===== config.mk =====
export PLATFORM = sky130hd
export DESIGN_NAME = bus_stream_fifo
export DESIGN_NICKNAME = d
export VERILOG_FILES = /design/src/rtl/bus_stream_fifo_pkg.sv /design/src/rtl/sync_fifo_core.sv /design/src/rtl/bus_stream_fifo.sv
export SDC_FILE = /design/constraint.sdc
export NUM_CORES = 1
export LEC_CHECK = 0
export ABC_AREA = 1
export CAP_MARGIN = 20
export CORE_UTILIZATION = 54
export DETAILED_ROUTE_END_ITERATION = 8
export HOLD_SLACK_MARGIN = 0.1
export PLACE_DENSITY = 0.82
export SYNTH_ARGS = -nofsm -noshare
export SYNTH_HDL_FRONTEND = slang
export SYNTH_HIERARCHICAL = 1
export SYNTH_SLANG_ARGS = --single-unit
export TNS_END_PERCENT = 100

===== constraint.sdc =====
create_clock -name clk -period 2.3 [get_ports clk]
set_input_delay 0.69 -clock clk [delete_from_list [all_inputs] [get_ports clk]]
set_output_delay 0.69 -clock clk [all_outputs]
set_load 0.02 [all_outputs]

===== src/rtl/bus_stream_fifo_pkg.sv =====
// Shared constants and types for the bus-to-stream FIFO slave.
// Address map, register selectors and STATUS bit positions.
package bus_stream_fifo_pkg;

    localparam logic [15:0] BUS_FIFO_OFFSET = 16'h0040;
    localparam int          BUS_FIFO_SIZE   = 4;

    typedef enum logic [1:0] {
        REG_DATA      = 2'd0,
        REG_STATUS    = 2'd1,
        REG_CONTROL   = 2'd2,
        REG_WATERMARK = 2'd3
    } reg_addr_e;

    localparam int STAT_OVF_BIT   = 15;
    localparam int STAT_FULL_BIT  = 14;
    localparam int STAT_EMPTY_BIT = 13;

    localparam int CTRL_FLUSH_BIT   = 0;
    localparam int CTRL_CLR_OVF_BIT = 1;

endpackage


===== src/rtl/sync_fifo_core.sv =====
// Register-array FIFO with push, pop and flush; flush wins over both.
// Count is one bit wider than the pointers so full and empty are distinct.
module sync_fifo_core
    import bus_stream_fifo_pkg::*;
#(
    parameter int DEPTH_LOG2 = 4,
    parameter int WORD_WIDTH = 16
) (
    input  logic                  clk,
    input  logic                  rst,
    input  logic                  push,
    input  logic [WORD_WIDTH-1:0] push_data,
    input  logic                  pop,
    input  logic                  flush,
    output logic [WORD_WIDTH-1:0] head,
    output logic [DEPTH_LOG2:0]   count,
    output logic                  full,
    output logic                  empty,
    output logic                  push_drop
);

    localparam int DEPTH = 1 << DEPTH_LOG2;
    localparam logic [DEPTH_LOG2:0] FULL_CNT = (DEPTH_LOG2 + 1)'(DEPTH);

    logic [WORD_WIDTH-1:0] mem [DEPTH];
    logic [DEPTH_LOG2-1:0] wr_ptr;
    logic [DEPTH_LOG2-1:0] rd_ptr;
    logic                  do_push;
    logic                  do_pop;

    assign full  = (count == FULL_CNT);
    assign empty = (count == '0);
    assign head  = mem[rd_ptr];

    // A full FIFO still accepts a push when a pop frees a slot the same cycle
    assign do_pop    = pop & ~empty & ~flush;
    assign do_push   = push & (~full | do_pop) & ~flush;
    assign push_drop = push & ~flush & full & ~do_pop;

    // Storage write; contents need no reset
    always_ff @(posedge clk) begin
        if (do_push) begin
            mem[wr_ptr] <= push_data;
        end
    end

    // Pointer and occupancy tracking
    always_ff @(posedge clk or posedge rst) begin
        if (rst) begin
            wr_ptr <= '0;
            rd_ptr <= '0;
            count  <= '0;
        end else if (flush) begin
            wr_ptr <= '0;
            rd_ptr <= '0;
            count  <= '0;
        end else begin
            if (do_push) begin
                wr_ptr <= wr_ptr + 1'b1;
            end
            if (do_pop) begin
                rd_ptr <= rd_ptr + 1'b1;
            end
            if (do_push && !do_pop) begin
                count <= count + 1'b1;
            end else if (do_pop && !do_push) begin
                count <= count - 1'b1;
            end
        end
    end

endmodule


===== src/rtl/bus_stream_fifo.sv =====
// Bus slave feeding a valid/ready stream through a small FIFO.
// Optional watermark register and level_irq under BUS_FIFO_WATERMARK_EN.
module bus_stream_fifo
    import bus_stream_fifo_pkg::*;
#(
    parameter int DEPTH_LOG2 = 4,
    parameter int WORD_WIDTH = 16
) (
    input  logic                  clk,
    input  logic                  rst,
    input  logic                  select,
    input  logic                  direct_in,
    input  logic [1:0]            addr_in,
    input  logic [WORD_WIDTH-1:0] data_in,
    input  logic                  data_strobe,
    output logic [WORD_WIDTH-1:0] data_out,
    output logic                  error,
    output logic                  m_valid,
    output logic [WORD_WIDTH-1:0] m_data,
    input  logic                  m_ready,
    output logic                  level_irq
);

    reg_addr_e             reg_sel;
    logic                  wr_stb;
    logic                  rd_stb;
    logic                  push;
    logic                  flush;
    logic                  clr_ovf;
    logic                  bad_access;
    logic                  overflow;
    logic [WORD_WIDTH-1:0] head;
    logic [DEPTH_LOG2:0]   count;
    logic                  full;
    logic                  empty;
    logic                  push_drop;
    logic [WORD_WIDTH-1:0] status;
    logic [DEPTH_LOG2:0]   watermark;

    assign reg_sel = reg_addr_e'(addr_in);
    assign wr_stb  = select & direct_in & data_strobe;
    assign rd_stb  = select & ~direct_in & data_strobe;

    assign push    = wr_stb & (reg_sel == REG_DATA);
    assign flush   = wr_stb & (reg_sel == REG_CONTROL)
                   & data_in[CTRL_FLUSH_BIT];
    assign clr_ovf = wr_stb & (reg_sel == REG_CONTROL)
                   & data_in[CTRL_CLR_OVF_BIT];

    assign bad_access = (wr_stb & (reg_sel == REG_STATUS))
                      | (rd_stb & (reg_sel == REG_CONTROL));

    assign m_valid = ~empty;
    assign m_data  = head;

    sync_fifo_core #(
        .DEPTH_LOG2 (DEPTH_LOG2),
        .WORD_WIDTH (WORD_WIDTH)
    ) u_core (
        .clk       (clk),
        .rst       (rst),
        .push      (push),
        .push_data (data_in),
        .pop       (m_ready),
        .flush     (flush),
        .head      (head),
        .count     (count),
        .full      (full),
        .empty     (empty),
        .push_drop (push_drop)
    );

    // Sticky overflow flag and one-cycle error pulse
    always_ff @(posedge clk or posedge rst) begin
        if (rst) begin
            overflow <= 1'b0;
            error    <= 1'b0;
        end else begin
            if (clr_ovf) begin
                overflow <= 1'b0;
            end else if (push_drop) begin
                overflow <= 1'b1;
            end
            error <= bad_access | push_drop;
        end
    end

`ifdef BUS_FIFO_WATERMARK_EN
    // Watermark register and registered level comparison
    always_ff @(posedge clk or posedge rst) begin
        if (rst) begin
            watermark <= '0;
            level_irq <= 1'b0;
        end else begin
            if (wr_stb && reg_sel == REG_WATERMARK) begin
                watermark <= data_in[DEPTH_LOG2:0];
            end
            level_irq <= (watermark != '0) && (count >= watermark);
        end
    end
`else
    assign watermark = '0;
    assign level_irq = 1'b0;
`endif

    // Assemble the STATUS word
    always_comb begin
        status = '0;
        status[STAT_OVF_BIT]   = overflow;
        status[STAT_FULL_BIT]  = full;
        status[STAT_EMPTY_BIT] = empty;
        status[DEPTH_LOG2:0]   = count;
    end

    // Combinational read mux, valid ahead of the strobe
    always_comb begin
        data_out = '0;
        if (select && !direct_in) begin
            unique case (reg_sel)
                REG_DATA:      data_out = empty ? '0 : head;
                REG_STATUS:    data_out = status;
                REG_CONTROL:   data_out = '0;
                REG_WATERMARK: data_out = WORD_WIDTH'(watermark);
                default:       data_out = '0;
            endcase
        end
    end

endmodule

==> metrics.md, run 1 <==
| Metric | Value |
|---|---|
| Net Count, Synth | `917` |
| CP Class | `reg -> out` |
| EDFF count, synth | `256` |
| Netlist cell types | `34` |
| Final min period | `3.48 ns` |
| Crit path capture type | `primary output` |
| Number of maximum-capacitance violations | `0` |
| Critical Path RT | `1.61 ns` |
| Largest net degree at the start of global routing | `39` |
| Maximum fanout along the worst path | `6` |
| First-pass GRT wire length | `50800 um` |
| VDD IR max | `706 uV` |
| CP top delay family | `simple AND/OR/NAND/NOR gates` |
| Clock Sinks | `271` |
| HP Class | `in -> async` |
| Busiest grt layer | `met2` |
| Post-route DRC | `0` |
| CP max stage cell | `dfrtp_4` |
| CTS tree | `yes` |
| Ys Warns | `6` |
| Top-count cell post-synth | `edfxtp_1` |
| Final Power | `20.7 mW` |
| Final Max Tran Viols | `0` |
| Mapped Cells | `883` |
| Sequential share of the synthesized area | `71.8%` |
| Crit start category | `flop` |
| Layout cells sized above 1 | `39.5%` |
| Avg WL per Cell | `28.7 um` |
| Post-Syn Area | `0.0112 sq mm` |
| Status | `finished, violations left` |
| Placed inst area | `0.0137 sq mm` |
| Total core area | `0.0203 sq mm` |
| Final Skew | `0.0151 ns` |
| GRT Total Usage | `31.9%` |
| Die width | `146 um` |
| Final Cell Area | `0.0159 sq mm` |
| Final cycle utilization of the critical path | `151%` |
| Met2 Track Usage GR | `53.6%` |
| Initial Util | `55.3%` |
| Hold Vio Cnt, Final | `0` |
| # hold bufs at CTS | `0` |
| Ys async rst share | `5.54%` |
| Failing checks | `setup timing` |
| Buffers on Ports | `57` |
| Die ar. | `0.0214 sq mm` |
| Synth top area share | `68.4%` |
| Data arrival, critical path | `2.79 ns` |
| Synth top cells by count | `256 x edfxtp_1, 165 x nor2_1, 127 x o21ai_0` |
| Layout fillers | `1018` |
| Final Core Density | `78.4%` |
| Met1 Use GR | `38.2%` |
| Vias | `9550` |
| DRT Pass-1 Iters | `8` |
| Critical path buffers and inverters | `4` |
| Hold_ws | `0.350 ns` |
| Crit path cell chain | `buf_12, buf_12, buf_4, nor2_1, o221ai_1, nand3_1, nand2_2, nand3_2, a21oi_4, buf_4` |
| Worst slew pin tran | `0.638 ns` |
| CP peak stage delay | `0.56 ns` |
| Ys flop type | `edfxtp_1` |
| CTS max path bufs | `3` |
| Clock root cell | `clkbuf_16` |
| Yosys reg bits | `271` |
| Post-DRT Antenna Nets | `0` |
| Skew-Pair Late Insertion Delay | `0.55 ns` |
| Static leakage | `5.68 nW` |
| Row count | `52` |
| DR vias/cell | `6.77` |
| Grt met3 use | `6.56%` |
| RSZ-0062 raised after global routing | `true` |
| Antenna violations before repair | `0` |
| Syn Area/Cell | `12.7 sq um` |
| Num CTS Buffers | `27` |
| Pwr/cell area | `1300 mW/mm^2` |
| Vias in the first global route | `8981` |
| Top achievable clock speed | `0.287 GHz` |
| Worst setup path start | `u_core/rd_ptr[0]$_DFFE_PP0P_` |
| HPWL after DPL | `19500 um` |
| Place WS | `-0.877 ns` |
| Slew headroom | `57.4%` |
| Die Ht | `146 um` |
| Global route total overflow | `0` |
| H-tree depth | `1` |
| DRT iter0 DRCs | `1434` |
| Antenna cells | `0` |
| Multi-input gate area in the final layout | `0.00361 sq mm` |
| Register area | `0.00807 sq mm` |
| RR Startpoint | `u_core/count[0]$_DFFE_PP0P_` |
| Ports | `59` |
| Setup violators final | `57` |
| Layout Nets | `1157` |
| Clock-pin slew on the worst setup and hold paths | `0.06 ns` |
| Area delta synth->final | `41.7%` |
| GP Congestion | `0.871` |
| Post-synth top area cell | `edfxtp_1` |
| Final WL | `40400 um` |
| Final setup margin | `-1.18 ns` |
| Area contributors post-synth | `edfxtp_1 68%, o21ai_0 5.7%, nor2_1 5.5%` |
area by class of cell:
cell class | count | share of cell area, %
Tap cell | 270 | 2.12
Inverter | 27 | 0.786
Sequential cell | 271 | 50.7
Multi-Input combinational cell | 530 | 22.7
Clock buffer | 31 | 4.34
Timing Repair Buffer | 266 | 18.5
Clock inverter | 15 | 0.802
report_power, final:
part	internal [mW]	total, mW	switching (mW)
clock	2.36	4.26	1.90
sequential	5.54	5.72	0.174
combinational	4.65	10.7	6.03
state kept, by name, summed over array words and instances, names as in the netlist:
register / cells
u_core/count: 5
u_core/rd_ptr: 4
u_core/wr_ptr: 4
u_core/mem: 256
overflow: 1
error: 1
cells by family after synthesis:
group           after synthesis  share of synthesized area, %
other cells                   1                        0.0334
buf+inv                      82                          3.68
simple gates                285                          10.4
xor+xnor                      2                         0.156
fa+ha+maj                    10                          1.18
flops                       271                          71.8
compound gates              232                          12.7
cells in the final DEF, fill, tap and decap left out, types with 21 or more instances in the layout:
| cell | Yosys | layout |
|---|---|---|
| nand2_2 | 3 | 27 |
| buf_6 | 9 | 59 |
| nor2_2 | 0 | 21 |
| nor2_4 | 2 | 33 |
| edfxtp_1 | 256 | 256 |
| clkbuf_16 | 0 | 33 |
| nor2_1 | 165 | 113 |
| nand3_1 | 44 | 34 |
| o221ai_1 | 46 | 31 |
| o21ai_1 | 9 | 54 |
| buf_12 | 0 | 32 |
| nand2_1 | 62 | 32 |
| o21ai_0 | 127 | 58 |
| buf_4 | 6 | 133 |
per-stage QoR:
| stage | std cells | setup TNS, ns |
|---|---|---|
| floorplan | 883 | -6.92 |
| CTS | 1393 | -22.94 |
| finish | 1410 | -30.14 |
| global route | 1410 | -34.14 |
| global placement | 1323 | -215.28 |
| detailed placement | 1323 | -218.52 |
metal layers:
layer  up-vias  part of all wire, %
met3       282                   13
met2       963                   49
met1      4524                   31
met4         0                  7.2
met5         -                    0
li1       3781                    -
repair_timing:
action,CTS,global route
resized for setup,312,134
setup endpoints to repair,294,173
buffers inserted,18,12
pin swaps,53,73
cloned,6,6
final timing paths:
check / cells past startpoint / slack (ns) / endpoint
worst max-delay path: 10 / -1.18 / data_out[0]
worst min-delay path: 2 / 0.35 / overflow$_DFFE_PP0P_
worst max register to register: 15 / 0.05 / u_core/count[4]$_DFFE_PP0P_
worst min register to register: 3 / 0.64 / overflow$_DFFE_PP0P_
max in group asynchronous: 2 / 1.29 / u_core/rd_ptr[0]$_DFFE_PP0P_
min in group clk: 5 / 0.60 / error$_DFF_PP0_
No activity file was read; power rests on OpenSTA's default activity.
==> run 2: changes to the inputs <==
--- a/config.mk
+++ b/config.mk
@@ -7,10 +7,11 @@
 export LEC_CHECK = 0
 export ABC_AREA = 1
 export CAP_MARGIN = 20
-export CORE_UTILIZATION = 54
+export CORE_MARGIN = 1.5
+export CORE_UTILIZATION = 45
 export DETAILED_ROUTE_END_ITERATION = 8
 export HOLD_SLACK_MARGIN = 0.1
-export PLACE_DENSITY = 0.82
+export PLACE_DENSITY = 0.71
 export SYNTH_ARGS = -nofsm -noshare
 export SYNTH_HDL_FRONTEND = slang
 export SYNTH_HIERARCHICAL = 1
==> metrics.md, run 2 (synthesis gave the netlist of run 1 again) <==
| Metric | Value |
|---|---|
| Layout cells sized above 1 | `37.6% (-1.9 points)` |
| Initial Util | `46.1% (-9.3 points)` |
| Most frequent cells in the layout | `256 x edfxtp_1, 115 x nor2_1, 104 x buf_4, 63 x o21ai_0, 51 x buf_6` |
| HP Class | `in -> async` |
| Maximum fanout along the worst path | `8 (+2)` |
| Largest net degree at the start of global routing | `51 (+31%)` |
| Row count | `57 (+9.6%)` |
| GP Congestion | `0.834 (-4.2%)` |
| Antenna cells | `0 (unchanged)` |
| Largest reg by FF count | `u_core/mem` |
| GRT Total Usage | `24.5% (-7.4 points)` |
| Total core area | `0.0244 sq mm (+20%)` |
| # hold bufs at CTS | `0 (unchanged)` |
| CP peak stage delay | `0.58 ns (+0.02 ns)` |
| First-pass GRT wire length | `47700 um (-6.1%)` |
| Ports | `59 (unchanged)` |
| RR Startpoint | `u_core/count[0]$_DFFE_PP0P_` |
| Stages on worst setup path | `10 (unchanged)` |
| HPWL after DPL | `18800 um (-3.5%)` |
| CP top delay family | `buffers and inverters` |
| Vias | `8420 (-12%)` |
| VDD IR max | `749 uV (+6.0%)` |
| Clock Sinks | `271 (unchanged)` |
| Avg WL per Cell | `23.0 um (-20%)` |
| Die width | `161 um (+10%)` |
| Terminus of the critical flop-to-flop path | `u_core/count[2]$_DFFE_PP0P_` |
| Final WL | `33000 um (-18%)` |
| CP max stage cell | `dfrtp_4` |
| DRT Pass-1 Iters | `5 (-3)` |
| Crit path cell chain | `clkinv_8, buf_12, buf_12, nor2_2, o22ai_2, o211ai_1, nand2_2, a21oi_4, nor2_4, buf_6` |
| Worst setup path start | `u_core/rd_ptr[0]$_DFFE_PP0P_` |
| Final Max Tran Viols | `0 (unchanged)` |
| Global route total overflow | `0 (unchanged)` |
| Top achievable clock speed | `0.308 GHz (+7.3%)` |
| Final min period | `3.25 ns (-0.237 ns)` |
| DR vias/cell | `5.85 (-14%)` |
| Status | `finished, violations left` |
| Failing checks | `setup timing` |
| Static leakage | `5.58 nW (-1.8%)` |
| Die Ht | `161 um (+10%)` |
| Slew headroom | `59.3% (+2.0 points)` |
| Place WS | `-0.842 ns (+0.0351 ns)` |
| Buffers on Ports | `57 (unchanged)` |
| Fin Setup TNS | `-25.54 ns (+4.60 ns)` |
| Skew-Pair Late Insertion Delay | `0.53 ns (-0.02 ns)` |
| Number of maximum-capacitance violations | `0 (unchanged)` |
| Crit path capture | `data_out[13]` |
| Post-DRT Antenna Nets | `0 (unchanged)` |
| Final Core Density | `65.1% (-13 points)` |
| Antenna violations before repair | `0 (unchanged)` |
| Critical path buffers and inverters | `4 (unchanged)` |
| Num CTS Buffers | `27 (unchanged)` |
| Path depth of the worst reg2reg path | `13 (-2)` |
| Top flop regs | `u_core/mem (256), u_core/count (5)` |
| CTS max path bufs | `3 (unchanged)` |
| Most used cell, CP | `buf_12` |
| Vias in the first global route | `8262 (-8.0%)` |
| Post-route DRC | `0 (unchanged)` |
| Die ar. | `0.0259 sq mm (+21%)` |
| Final Skew | `0.0167 ns (+0.00159 ns)` |
| Layout Nets | `1132 (-2.2%)` |
| Critical Path RT | `1.61 ns (about the same)` |
| Worst slew pin tran | `0.608 ns (-0.0292 ns)` |
| Clock root cell | `clkbuf_16` |
| R2r setup slk | `0.15 ns (+0.10 ns)` |
| Final cycle utilization of the critical path | `141% (-10 points)` |
| CTS tree | `yes` |
| CP Class | `reg -> out` |
| Setup violators final | `33 (-42%)` |
| Crit start category | `flop` |
| Clock-pin slew on the worst setup and hold paths | `0.06 ns (about the same)` |
| H-tree depth | `1 (unchanged)` |
| Pwr/cell area | `1230 mW/mm^2 (-5.0%)` |
| Data arrival, critical path | `2.56 ns (-0.23 ns)` |
| RSZ-0062 raised after global routing | `true` |
| Max reg flops | `256 (unchanged)` |
| Final setup margin | `-0.946 ns (+0.237 ns)` |
| DRT iter0 DRCs | `819 (-43%)` |
| Hold_ws | `0.351 ns (+0.000614 ns)` |
| Area delta synth->final | `41.4%` |
| Hold Vio Cnt, Final | `0 (unchanged)` |
| Commonest non-fill, non-tap cell in the layout | `edfxtp_1` |
| Crit path capture type | `primary output` |
[run 2: cell types whose count changed in the layout (fill, tap and decap cells not counted), sizes merged]
cell,before,now
buf,235,210
dlygate4sd2,4,1
dlymetal6s2s,0,3
bufinv,2,0
clkbuf,39,41
clkinv,17,15
clkdlybuf4s15,0,1
inv,21,22
[run 2: area by class of cell]
| class | instances | area (sq um) |
|---|---|---|
| clock buffer | 34 | 702 |
| clock inverter | 12 | 57.6 |
| fill | 1638 | 8510 |
| inverter | 27 | 125 |
| multi-input combinational | 530 | 3630 |
| sequential | 271 | 8070 |
| tap | 324 | 405 |
| timing repair buffer | 241 | 2890 |
[run 2: worst min path at each step]
| stage | cells after the start | startpoint | end | slack [ns] |
|---|---|---|---|---|
| finish | 2 | rst | overflow$_DFFE_PP0P_ | 0.35 |
| global route | 2 | rst | overflow$_DFFE_PP0P_ | 0.35 |
| CTS | 2 | rst | overflow$_DFFE_PP0P_ | 0.35 |
| detailed placement | 3 | overflow$_DFFE_PP0P_ | overflow$_DFFE_PP0P_ | 0.59 |
| global placement | 3 | overflow$_DFFE_PP0P_ | overflow$_DFFE_PP0P_ | 0.57 |
| floorplan | 1 | rst | error$_DFF_PP0_ | 0.43 |
[run 2: layer usage]
layer,global-route usage (%),vias up,share of wire (%)
met2,40.6,475,49
li1,-,3737,-
met4,8.21,0,3.2
met3,4.60,88,9.0
met1,32.5,4120,39
met5,0,-,0
[run 2: repair_timing]
| action | CTS | global route |
|---|---|---|
| buffers inserted | 16 | 11 |
| cloned | 8 | 8 |
| hold endpoints to repair | 0 | 0 |
| setup endpoints to repair | 292 | 266 |
| pin swaps | 69 | 63 |
| resized for setup | 318 | 108 |
[run 2: power by group]
group,leakage (nW),switching [mW],internal [mW]
combinational,2.73,5.36,4.62
clock,0.366,1.75,2.14
sequential,2.48,0.182,5.54
total,5.58,7.30,12.3
[run 2: per-stage QoR]
stage,std cells,power (mW),cell area (sq um)
finish,1439,19.6,15900
global route,1439,20.4,15900
CTS,1424,18.3,15300
detailed placement,1356,13.1,13800
global placement,1356,13.0,13800
floorplan,883,9.77,11600
